`config.mk`:
```
export PLATFORM = sky130hd
export DESIGN_NAME = mem_access_unit_flat
export DESIGN_NICKNAME = d
export VERILOG_FILES = /design/src/rtl/mem_access_unit_pkg.sv /design/src/rtl/mem_access_unit_if.sv /design/src/rtl/mem_access_unit_lane_align.sv /design/src/rtl/mem_access_unit.sv /design/src/flat_wrapper.sv
export SDC_FILE = /design/constraint.sdc
export NUM_CORES = 1
export LEC_CHECK = 0
export ABC_AREA = 0
export CORE_AREA = 3 3 93 113
export DETAILED_ROUTE_END_ITERATION = 16
export DIE_AREA = 0 0 96 116
export PLACE_DENSITY = 0.95
export RECOVER_POWER = 50
export SLEW_MARGIN = 10
export SYNTH_ARGS = -nofsm -noshare
export SYNTH_HDL_FRONTEND = slang
export SYNTH_SLANG_ARGS = --single-unit
```
`constraint.sdc`:
```
create_clock -name clk -period 4.6 [get_ports clk]
set_input_delay 1.15 -clock clk [delete_from_list [all_inputs] [get_ports clk]]
set_output_delay 1.15 -clock clk [all_outputs]
set_load 0.03 [all_outputs]
```
`src/rtl/mem_access_unit_pkg.sv`:
```
// Shared definitions for the MEM-stage load/store unit: load/store opcodes,
// RMW state encoding, RAM control polarities and opcode classification helpers.
package mem_access_unit_pkg;

    localparam logic [7:0] OP_LB  = 8'hE0;
    localparam logic [7:0] OP_LBU = 8'hE4;
    localparam logic [7:0] OP_LH  = 8'hE1;
    localparam logic [7:0] OP_LHU = 8'hE5;
    localparam logic [7:0] OP_LW  = 8'hE3;
    localparam logic [7:0] OP_SB  = 8'hE8;
    localparam logic [7:0] OP_SH  = 8'hE9;
    localparam logic [7:0] OP_SW  = 8'hEB;

    localparam logic CHIP_ENABLE   = 1'b1;
    localparam logic CHIP_DISABLE  = 1'b0;
    localparam logic WRITE_ENABLE  = 1'b1;
    localparam logic WRITE_DISABLE = 1'b0;

    typedef enum logic [1:0] {
        ST_IDLE  = 2'd0,
        ST_WRITE = 2'd1,
        ST_HOLD  = 2'd2
    } rmw_state_e;

    function automatic logic is_load_op(input logic [7:0] op);
        return op inside {OP_LB, OP_LBU, OP_LH, OP_LHU, OP_LW};
    endfunction

    function automatic logic is_store_op(input logic [7:0] op);
        return op inside {OP_SB, OP_SH, OP_SW};
    endfunction

    function automatic logic is_misaligned(input logic [7:0] op, input logic [1:0] a);
        return ((op inside {OP_LH, OP_LHU, OP_SH}) && a[0]) ||
               ((op inside {OP_LW, OP_SW}) && (a != 2'b00));
    endfunction

endpackage

```
`src/rtl/mem_access_unit_if.sv`:
```
// RAM-side bus of the load/store unit: the unit is master, the word-only RAM is slave.
interface mem_access_unit_if #(parameter int ADDR_W = 17);
    logic              ram_ce_o;
    logic              ram_we_o;
    logic [ADDR_W-1:0] ram_addr_o;
    logic [31:0]       ram_data_o;
    logic [31:0]       ram_data_i;

    modport master (output ram_ce_o, ram_we_o, ram_addr_o, ram_data_o, input ram_data_i);
    modport slave  (input ram_ce_o, ram_we_o, ram_addr_o, ram_data_o, output ram_data_i);
endinterface

```
`src/rtl/mem_access_unit_lane_align.sv`:
```
// Big-endian byte/halfword lane handling: load select/extend and store lane merge.
module mem_lane_align
    import mem_access_unit_pkg::*;
(
    input  logic [7:0]  aluop_i,
    input  logic [1:0]  addr_i,
    input  logic [31:0] word_i,
    input  logic [31:0] store_i,
    output logic [31:0] load_o,
    output logic [31:0] merge_o
);
    logic [7:0]  byte_lane [4];
    logic [15:0] half_lane [2];
    logic [31:0] byte_merge;
    logic [31:0] half_merge;
    logic [7:0]  sel_byte;
    logic [15:0] sel_half;

    // Lane 0 is the most significant byte/halfword of the word.
    for (genvar gi = 0; gi < 4; gi++) begin : g_byte
        assign byte_lane[gi] = word_i[31-8*gi -: 8];
        assign byte_merge[31-8*gi -: 8] = (addr_i == 2'(gi)) ? store_i[7:0] : word_i[31-8*gi -: 8];
    end

    for (genvar gi = 0; gi < 2; gi++) begin : g_half
        assign half_lane[gi] = word_i[31-16*gi -: 16];
        assign half_merge[31-16*gi -: 16] = (addr_i[1] == 1'(gi)) ? store_i[15:0] : word_i[31-16*gi -: 16];
    end

    assign sel_byte = byte_lane[addr_i];
    assign sel_half = half_lane[addr_i[1]];

    always_comb begin
        load_o = word_i;
        case (aluop_i)
            OP_LB:   load_o = {{24{sel_byte[7]}}, sel_byte};
            OP_LBU:  load_o = {24'd0, sel_byte};
            OP_LH:   load_o = {{16{sel_half[15]}}, sel_half};
            OP_LHU:  load_o = {16'd0, sel_half};
            default: load_o = word_i;
        endcase
    end

    always_comb begin
        merge_o = store_i;
        case (aluop_i)
            OP_SB:   merge_o = byte_merge;
            OP_SH:   merge_o = half_merge;
            default: merge_o = store_i;
        endcase
    end
endmodule

```
`src/rtl/mem_access_unit.sv`:
```
// MEM-stage load/store unit in front of a word-only RAM; SB/SH are done as a
// stalling read-modify-write because the RAM has no byte enables.
module mem_access_unit
    import mem_access_unit_pkg::*;
#(
    parameter int ADDR_W = 17
) (
    input  logic        clk,
    input  logic        rst,
    input  logic [7:0]  aluop_i,
    input  logic [31:0] mem_addr_i,
    input  logic [31:0] reg2_i,
    input  logic [4:0]  wd_i,
    input  logic        wreg_i,
    input  logic [31:0] wdata_i,
    input  logic        stall_i,
    input  logic        flush_i,
    mem_access_unit_if.master ram_bus,
    output logic [4:0]  wd_o,
    output logic        wreg_o,
    output logic [31:0] wdata_o,
    output logic        stallreq_o,
    output logic        misalign_o
);
    rmw_state_e  state_q, state_d;
    logic [31:0] merge_q, merge_d;
    logic [31:0] load_word, merge_word;
    logic        is_load, is_store, is_rmw, bad_align;
    logic [ADDR_W-1:0] word_addr;
    logic        addr_unused;

    assign is_load   = is_load_op(aluop_i);
    assign is_store  = is_store_op(aluop_i);
    assign is_rmw    = (aluop_i == OP_SB) || (aluop_i == OP_SH);
    assign bad_align = is_misaligned(aluop_i, mem_addr_i[1:0]);
    assign word_addr = mem_addr_i[ADDR_W+1:2];
    assign addr_unused = ^mem_addr_i[31:ADDR_W+2];

    mem_lane_align u_lane_align (
        .aluop_i (aluop_i),
        .addr_i  (mem_addr_i[1:0]),
        .word_i  (ram_bus.ram_data_i),
        .store_i (reg2_i),
        .load_o  (load_word),
        .merge_o (merge_word)
    );

    always_ff @(posedge clk or negedge rst) begin
        if (!rst) begin
            state_q <= ST_IDLE;
            merge_q <= '0;
        end else begin
            state_q <= state_d;
            merge_q <= merge_d;
        end
    end

    // HOLD keeps a still-stalled store from starting a second RMW.
    always_comb begin
        state_d = state_q;
        merge_d = merge_q;
        case (state_q)
            ST_IDLE: begin
                if (is_rmw && !bad_align) begin
                    state_d = ST_WRITE;
                    merge_d = merge_word;
                end
            end
            ST_WRITE: state_d = stall_i ? ST_HOLD : ST_IDLE;
            ST_HOLD:  if (!stall_i) state_d = ST_IDLE;
            default:  state_d = ST_IDLE;
        endcase
        if (flush_i) state_d = ST_IDLE;
    end

    always_comb begin
        ram_bus.ram_ce_o   = CHIP_DISABLE;
        ram_bus.ram_we_o   = WRITE_DISABLE;
        ram_bus.ram_addr_o = '0;
        ram_bus.ram_data_o = '0;
        wd_o       = '0;
        wreg_o     = 1'b0;
        wdata_o    = '0;
        stallreq_o = 1'b0;
        misalign_o = 1'b0;
        if (rst) begin
            wd_o    = wd_i;
            wreg_o  = wreg_i;
            wdata_o = wdata_i;
            if (bad_align) begin
                misalign_o = 1'b1;
                wreg_o     = 1'b0;
            end else if (is_load) begin
                ram_bus.ram_ce_o   = CHIP_ENABLE;
                ram_bus.ram_addr_o = word_addr;
                wdata_o            = load_word;
            end else if (is_store && !is_rmw) begin
                ram_bus.ram_ce_o   = CHIP_ENABLE;
                ram_bus.ram_we_o   = WRITE_ENABLE;
                ram_bus.ram_addr_o = word_addr;
                ram_bus.ram_data_o = reg2_i;
            end else if (is_rmw) begin
                case (state_q)
                    ST_IDLE: begin
                        ram_bus.ram_ce_o   = CHIP_ENABLE;
                        ram_bus.ram_addr_o = word_addr;
                        stallreq_o         = !flush_i;
                    end
                    ST_WRITE: begin
                        ram_bus.ram_ce_o   = CHIP_ENABLE;
                        ram_bus.ram_we_o   = flush_i ? WRITE_DISABLE : WRITE_ENABLE;
                        ram_bus.ram_addr_o = word_addr;
                        ram_bus.ram_data_o = merge_q;
                    end
                    default: ;
                endcase
            end
            if (is_store) wreg_o = 1'b0;
        end
    end
endmodule

```
`src/flat_wrapper.sv`:
```
// flat-port wrapper written by rule: the top's interface ports become plain ports
module mem_access_unit_flat import mem_access_unit_pkg::*;
#(
    parameter int ADDR_W = 17
)
  (clk, rst, aluop_i, mem_addr_i, reg2_i, wd_i, wreg_i, wdata_i, stall_i, flush_i, wd_o, wreg_o, wdata_o, stallreq_o, misalign_o, ram_bus_ram_ce_o, ram_bus_ram_we_o, ram_bus_ram_addr_o, ram_bus_ram_data_o, ram_bus_ram_data_i);
  mem_access_unit_if #(.ADDR_W(ADDR_W)) ram_bus_i ();
  input  logic clk;
  input  logic rst;
  input  logic [7:0] aluop_i;
  input  logic [31:0] mem_addr_i;
  input  logic [31:0] reg2_i;
  input  logic [4:0] wd_i;
  input  logic wreg_i;
  input  logic [31:0] wdata_i;
  input  logic stall_i;
  input  logic flush_i;
  output logic [4:0] wd_o;
  output logic wreg_o;
  output logic [31:0] wdata_o;
  output logic stallreq_o;
  output logic misalign_o;
  output wire logic [$bits(ram_bus_i.ram_ce_o)-1:0] ram_bus_ram_ce_o;
  output wire logic [$bits(ram_bus_i.ram_we_o)-1:0] ram_bus_ram_we_o;
  output wire logic [$bits(ram_bus_i.ram_addr_o)-1:0] ram_bus_ram_addr_o;
  output wire logic [$bits(ram_bus_i.ram_data_o)-1:0] ram_bus_ram_data_o;
  input wire logic [$bits(ram_bus_i.ram_data_i)-1:0] ram_bus_ram_data_i;
  assign ram_bus_ram_ce_o = ram_bus_i.ram_ce_o;
  assign ram_bus_ram_we_o = ram_bus_i.ram_we_o;
  assign ram_bus_ram_addr_o = ram_bus_i.ram_addr_o;
  assign ram_bus_ram_data_o = ram_bus_i.ram_data_o;
  assign ram_bus_i.ram_data_i = ram_bus_ram_data_i;
  mem_access_unit #(.ADDR_W(ADDR_W)) u_core (.clk(clk), .rst(rst), .aluop_i(aluop_i), .mem_addr_i(mem_addr_i), .reg2_i(reg2_i), .wd_i(wd_i), .wreg_i(wreg_i), .wdata_i(wdata_i), .stall_i(stall_i), .flush_i(flush_i), .ram_bus(ram_bus_i), .wd_o(wd_o), .wreg_o(wreg_o), .wdata_o(wdata_o), .stallreq_o(stallreq_o), .misalign_o(misalign_o));
endmodule
```
==> flow_results.xml, run 1 <==
<?xml version="1.0" encoding="UTF-8"?>
<metrics>
  <group name="setup_path">
    <metric name="max_stage_delay" unit="ns">0.62</metric>
    <metric name="cp_slowest_cell" unit="">sky130_fd_sc_hd__clkdlybuf4s50_1</metric>
    <metric name="regToRegSetupSlack" unit="ns">1.65</metric>
    <metric name="r2r.worst_path.cells" unit="">5</metric>
    <metric name="critPathCaptureType" unit="">output port</metric>
    <metric name="crit_required" unit="ns">3.45</metric>
    <metric name="critical_path.top_delay_family" unit="">buffers and inverters</metric>
    <metric name="r2r-start" unit="">u_core.state_q[1]$_DFFE_PN0P_</metric>
    <metric name="setup_crit_start_kind" unit="">primary input</metric>
    <metric name="cp_num_buf_inv" unit="">2</metric>
    <metric name="crit_type" unit="">primary input to output port</metric>
    <metric name="cp_max_fo" unit="">16</metric>
    <metric name="timing.rr.end" unit="">u_core.merge_q[1]$_DFFE_PN0P_</metric>
    <metric name="worstPathArrival" unit="ns">3.44</metric>
    <metric name="cp_cell_sequence" unit="">clkdlybuf4s50_1 &gt; mux2i_1 &gt; mux4_2 &gt; o21a_2 &gt; o32ai_1 &gt; buf_4</metric>
  </group>
  <group name="yosys">
    <metric name="ys.flop_type" unit="">sky130_fd_sc_hd__dfrtp_1</metric>
    <metric name="synth.area.top_cells" unit="">sky130_fd_sc_hd__dfrtp_1 22%, sky130_fd_sc_hd__nor2_1 10%, sky130_fd_sc_hd__mux2i_1 6.7%</metric>
    <metric name="synth_async_sr_flop_share" unit="%">100</metric>
    <metric name="synth_seq_cells" unit="">34</metric>
    <metric name="yosys.area.top_type_share" unit="%">22.0</metric>
    <metric name="yosysSeqAreaShare" unit="%">22.0</metric>
    <metric name="synthesis.area_per_instance" unit="um2">6.95</metric>
    <metric name="synth_enable_flop_cells" unit="">0</metric>
    <metric name="synth.lib_cells_used.distinct" unit="">51</metric>
    <metric name="synth_nets" unit="">703</metric>
    <metric name="synth_area" unit="mm2">0.00387</metric>
    <metric name="synthesis.yosys.warnings" unit="">0</metric>
    <metric name="synth_top_area_cell" unit="">sky130_fd_sc_hd__dfrtp_1</metric>
    <metric name="syn_inst" unit="">557</metric>
  </group>
  <group name="floorplan">
    <metric name="design.portCount" unit="">237</metric>
    <metric name="die_height" unit="um">116</metric>
    <metric name="core_area" unit="mm2">0.00952</metric>
    <metric name="initial_core_util" unit="%">40.7</metric>
    <metric name="chipWidth" unit="um">96</metric>
    <metric name="rows" unit="">39</metric>
    <metric name="die-area" unit="mm2">0.0111</metric>
  </group>
  <group name="timing">
    <metric name="finalCritPeriodShare" unit="%">99.8</metric>
    <metric name="worst_slack" unit="ns">0.00700</metric>
    <metric name="skew" unit="ns">0.00435</metric>
    <metric name="timing_worst_slew_pin_value" unit="ns">1.83</metric>
    <metric name="fin_crit" unit="ns">4.59</metric>
    <metric name="rsz0062_at_grt" unit="">true</metric>
    <metric name="relSlewSlack" unit="%">-22.2</metric>
    <metric name="setup_total_negative_slack" unit="ns">0</metric>
    <metric name="final-hold-violation-count" unit="">0</metric>
    <metric name="timing.final.max_slew_violations" unit="">48</metric>
    <metric name="achievable-frequency" unit="GHz">0.218</metric>
    <metric name="timing.final.setup_violations" unit="">0</metric>
  </group>
  <group name="drt">
    <metric name="ant_nets" unit="">0</metric>
    <metric name="first_iter_violations" unit="">534</metric>
    <metric name="remaining_drc_errors" unit="">0</metric>
    <metric name="num_vias" unit="">5225</metric>
    <metric name="drtPass1Iterations" unit="">5</metric>
    <metric name="detail_route.vias_per_cell" unit="">5.89</metric>
    <metric name="wire_per_inst" unit="um">18.0</metric>
    <metric name="detail_route.wirelength" unit="mm">16.0</metric>
  </group>
  <group name="grt">
    <metric name="first_global_vias" unit="">5026</metric>
    <metric name="grt.total_usage" unit="%">28.0</metric>
    <metric name="grt_pass1_wl" unit="mm">24.7</metric>
    <metric name="grt.overflow.total" unit="">0</metric>
    <metric name="grt_start_max_net_pins" unit="">57</metric>
    <metric name="antenna_found_initial" unit="">0</metric>
  </group>
  <group name="cts">
    <metric name="clock_tree.root_cell" unit="">sky130_fd_sc_hd__clkbuf_16</metric>
    <metric name="clk_pin_slew_worst_paths" unit="ns">0.05</metric>
    <metric name="tritoncts" unit="">yes</metric>
    <metric name="insertion_delay" unit="ns">0.28</metric>
    <metric name="cts.repair_timing.setup_buffer_count" unit="">0</metric>
    <metric name="clkSinkCount" unit="">34</metric>
    <metric name="htree_levels" unit="">2</metric>
    <metric name="cts.path.max_buffers" unit="">2</metric>
    <metric name="cts_inserted_buffers" unit="">5</metric>
  </group>
  <group name="power_and_ir_drop">
    <metric name="fin_total_pwr" unit="mW">1.12</metric>
    <metric name="power.density" unit="mW/mm2">180</metric>
    <metric name="ir_drop" unit="V">0.000161</metric>
    <metric name="leakagePower" unit="nW">2.75</metric>
  </group>
  <group name="placed_design">
    <metric name="area_after_dpl" unit="mm2">0.00613</metric>
    <metric name="i_o_buffers" unit="">223</metric>
    <metric name="place.gp.congestion" unit="">0.965</metric>
    <metric name="place_inst" unit="">880</metric>
    <metric name="worst_case_setup_slack_after_placement" unit="ns">-0.0573</metric>
    <metric name="dp_hpwl" unit="mm">12.8</metric>
  </group>
  <group name="finish">
    <metric name="area_growth_from_synthesis_to_final_layout" unit="%">61.3</metric>
    <metric name="num_antenna_cells" unit="">0</metric>
    <metric name="final_cells" unit="">887</metric>
    <metric name="number_of_fillers_in_the_final_layout" unit="">758</metric>
    <metric name="fraction_of_layout_instances_using_a_drive_strength_above_1" unit="%">18.6</metric>
    <metric name="design.final.nets" unit="">910</metric>
    <metric name="layout.cell_area.non_filler" unit="mm2">0.00624</metric>
  </group>
  <group name="min_path">
    <metric name="hold_depth" unit="">2</metric>
    <metric name="worst_hold_path_type" unit="">register to register</metric>
    <metric name="hold_path.startpoint" unit="">u_core.merge_q[29]$_DFFE_PN0P_</metric>
    <metric name="worstHoldEndpoint" unit="">u_core.merge_q[29]$_DFFE_PN0P_</metric>
  </group>
  <group name="run">
    <metric name="maxCapViolations" unit="">1</metric>
  </group>
  <group name="status">
    <metric name="outcome" unit="">finished with violations</metric>
    <metric name="violations" unit="">capacitance limit, slew limit</metric>
  </group>
</metrics>
==> worst max-delay path by stage <==
stage | from | endpoint | slack (ns) | depth (start not counted)
6_report | mem_addr_i[0] | wdata_o[29] | 0.007 | 6
2_1_floorplan | aluop_i[0] | wdata_o[21] | 0.26 | 6
3_3_place_gp | mem_addr_i[0] | wdata_o[17] | 0.03 | 7
3_5_place_dp | mem_addr_i[0] | wdata_o[29] | -0.06 | 6
5_1_grt | mem_addr_i[0] | wdata_o[16] | -0.05 | 6
4_1_cts | mem_addr_i[0] | wdata_o[29] | 0.05 | 6
==> stage by stage <==
stage | utilization [%] | hold slack, ns
6_report | 65.6 | 0.551
5_1_grt | 65.6 | 0.554
4_1_cts | 65.8 | 0.536
3_5_place_dp | 64.4 | 0.521
3_3_place_gp | 64.4 | 0.507
2_1_floorplan | - | 0.494
==> Yosys cell counts (2+ instances only) <==
cell type / count
sky130_fd_sc_hd__buf_4: 4
sky130_fd_sc_hd__or3b_2: 8
sky130_fd_sc_hd__nor3_1: 15
sky130_fd_sc_hd__a31oi_1: 29
sky130_fd_sc_hd__inv_1: 24
sky130_fd_sc_hd__or2_2: 4
sky130_fd_sc_hd__nor4_1: 3
sky130_fd_sc_hd__nor3b_1: 4
sky130_fd_sc_hd__buf_1: 2
sky130_fd_sc_hd__a22oi_1: 34
sky130_fd_sc_hd__o21ai_0: 31
sky130_fd_sc_hd__dfrtp_1: 34
sky130_fd_sc_hd__nand3_1: 4
sky130_fd_sc_hd__clkbuf_1: 25
sky130_fd_sc_hd__nor2_1: 105
sky130_fd_sc_hd__nor2b_1: 7
sky130_fd_sc_hd__mux2i_1: 26
sky130_fd_sc_hd__o32ai_1: 24
sky130_fd_sc_hd__nor4b_1: 2
sky130_fd_sc_hd__nand2b_1: 5
sky130_fd_sc_hd__a21oi_1: 33
sky130_fd_sc_hd__buf_2: 19
sky130_fd_sc_hd__nand3b_1: 8
sky130_fd_sc_hd__a211oi_1: 2
sky130_fd_sc_hd__and3_1: 6
sky130_fd_sc_hd__a221oi_1: 4
sky130_fd_sc_hd__a22o_1: 4
sky130_fd_sc_hd__and2_1: 24
sky130_fd_sc_hd__nand2_1: 45
==> worst register-to-register path, stage by stage (launching register included) <==
cell and delay, ns:
sky130_fd_sc_hd__dfrtp_1 0.44, sky130_fd_sc_hd__or2_2 0.32, sky130_fd_sc_hd__a2111oi_1 0.40, sky130_fd_sc_hd__clkbuf_1 1.36, sky130_fd_sc_hd__nor2_1 0.12, sky130_fd_sc_hd__a21oi_1 0.21
==> sequential cells by signal (all words and copies together), names as in the netlist <==
register and count:
u_core.state_q 2, u_core.merge_q 32
==> cell usage in the layout (no fill, tap or decap), types with 7 or more instances in the layout <==
master                            synthesis  final
sky130_fd_sc_hd__and2_1                  24     24
sky130_fd_sc_hd__buf_12                   0      8
sky130_fd_sc_hd__nor2b_1                  7      7
sky130_fd_sc_hd__mux2i_1                 26     26
sky130_fd_sc_hd__buf_4                    4    100
sky130_fd_sc_hd__a31oi_1                 29     29
sky130_fd_sc_hd__clkdlybuf4s50_1          0    130
sky130_fd_sc_hd__or3b_2                   8      8
sky130_fd_sc_hd__a21oi_1                 33     33
sky130_fd_sc_hd__nor2_1                 105    105
sky130_fd_sc_hd__inv_1                   24     24
sky130_fd_sc_hd__dfrtp_1                 34     34
sky130_fd_sc_hd__nand3b_1                 8      8
sky130_fd_sc_hd__o21ai_0                 31     30
sky130_fd_sc_hd__a22oi_1                 34     34
sky130_fd_sc_hd__nand2_1                 45     45
sky130_fd_sc_hd__nor3_1                  15     13
sky130_fd_sc_hd__o32ai_1                 24     23
==> final cells by class <==
cell class,count,area (um2),share of cell area (%)
Clock buffer,7,133,2.12
Multi-Input combinational cell,448,2720,43.5
Timing Repair Buffer,251,2300,36.8
Inverter,24,90.1,1.44
Tap cell,123,154,2.46
Sequential cell,34,851,13.6
==> power breakdown <==
| group | leakage, nW | total, mW | internal, mW | switching [mW] |
|---|---|---|---|---|
| clock network | 0.0640 | 0.311 | 0.198 | 0.113 |
| logic | 2.25 | 0.427 | 0.215 | 0.212 |
| registers | 0.438 | 0.386 | 0.353 | 0.0328 |
| total | 2.75 | 1.12 | 0.765 | 0.358 |
==> timing repair <==
item                                    4_1_cts  5_1_grt
cloned                                        0        0
resized for setup                             1        4
hold endpoints to repair                      0        0
hold buffers                                  0        0
endpoints found under the setup margin        2       40
==> metal layers <==
| metal | up-vias | track usage [%] | part of all wire (%) |
|---|---|---|---|
| met5 | - | 0 | 0 |
| met4 | 0 | 13.4 | 4.2 |
| li1 | 2426 | - | - |
| met2 | 331 | 47.4 | 49 |
| met1 | 2411 | 33.9 | 38 |
| met3 | 57 | 5.06 | 8.7 |
==> cells by family (layout without fill, tap and decap cells) <==
logic type,count (synthesis),in the layout,share of synthesized area (%)
compound gates,171,171,29.6
xor+xnor,1,1,0.226
buf+inv,75,282,8.47
flops,34,34,22.0
mux,28,28,7.59
simple gates,248,248,32.1
Note: power is estimated with default switching activity, not from simulation.
==> run 2, diff against run 1 <==
ABC_CLOCK_PERIOD_IN_PS = 4600   (was not set)
==> results of run 2 <==
The final DEF is identical to that of run 1; final timing and power are the same.
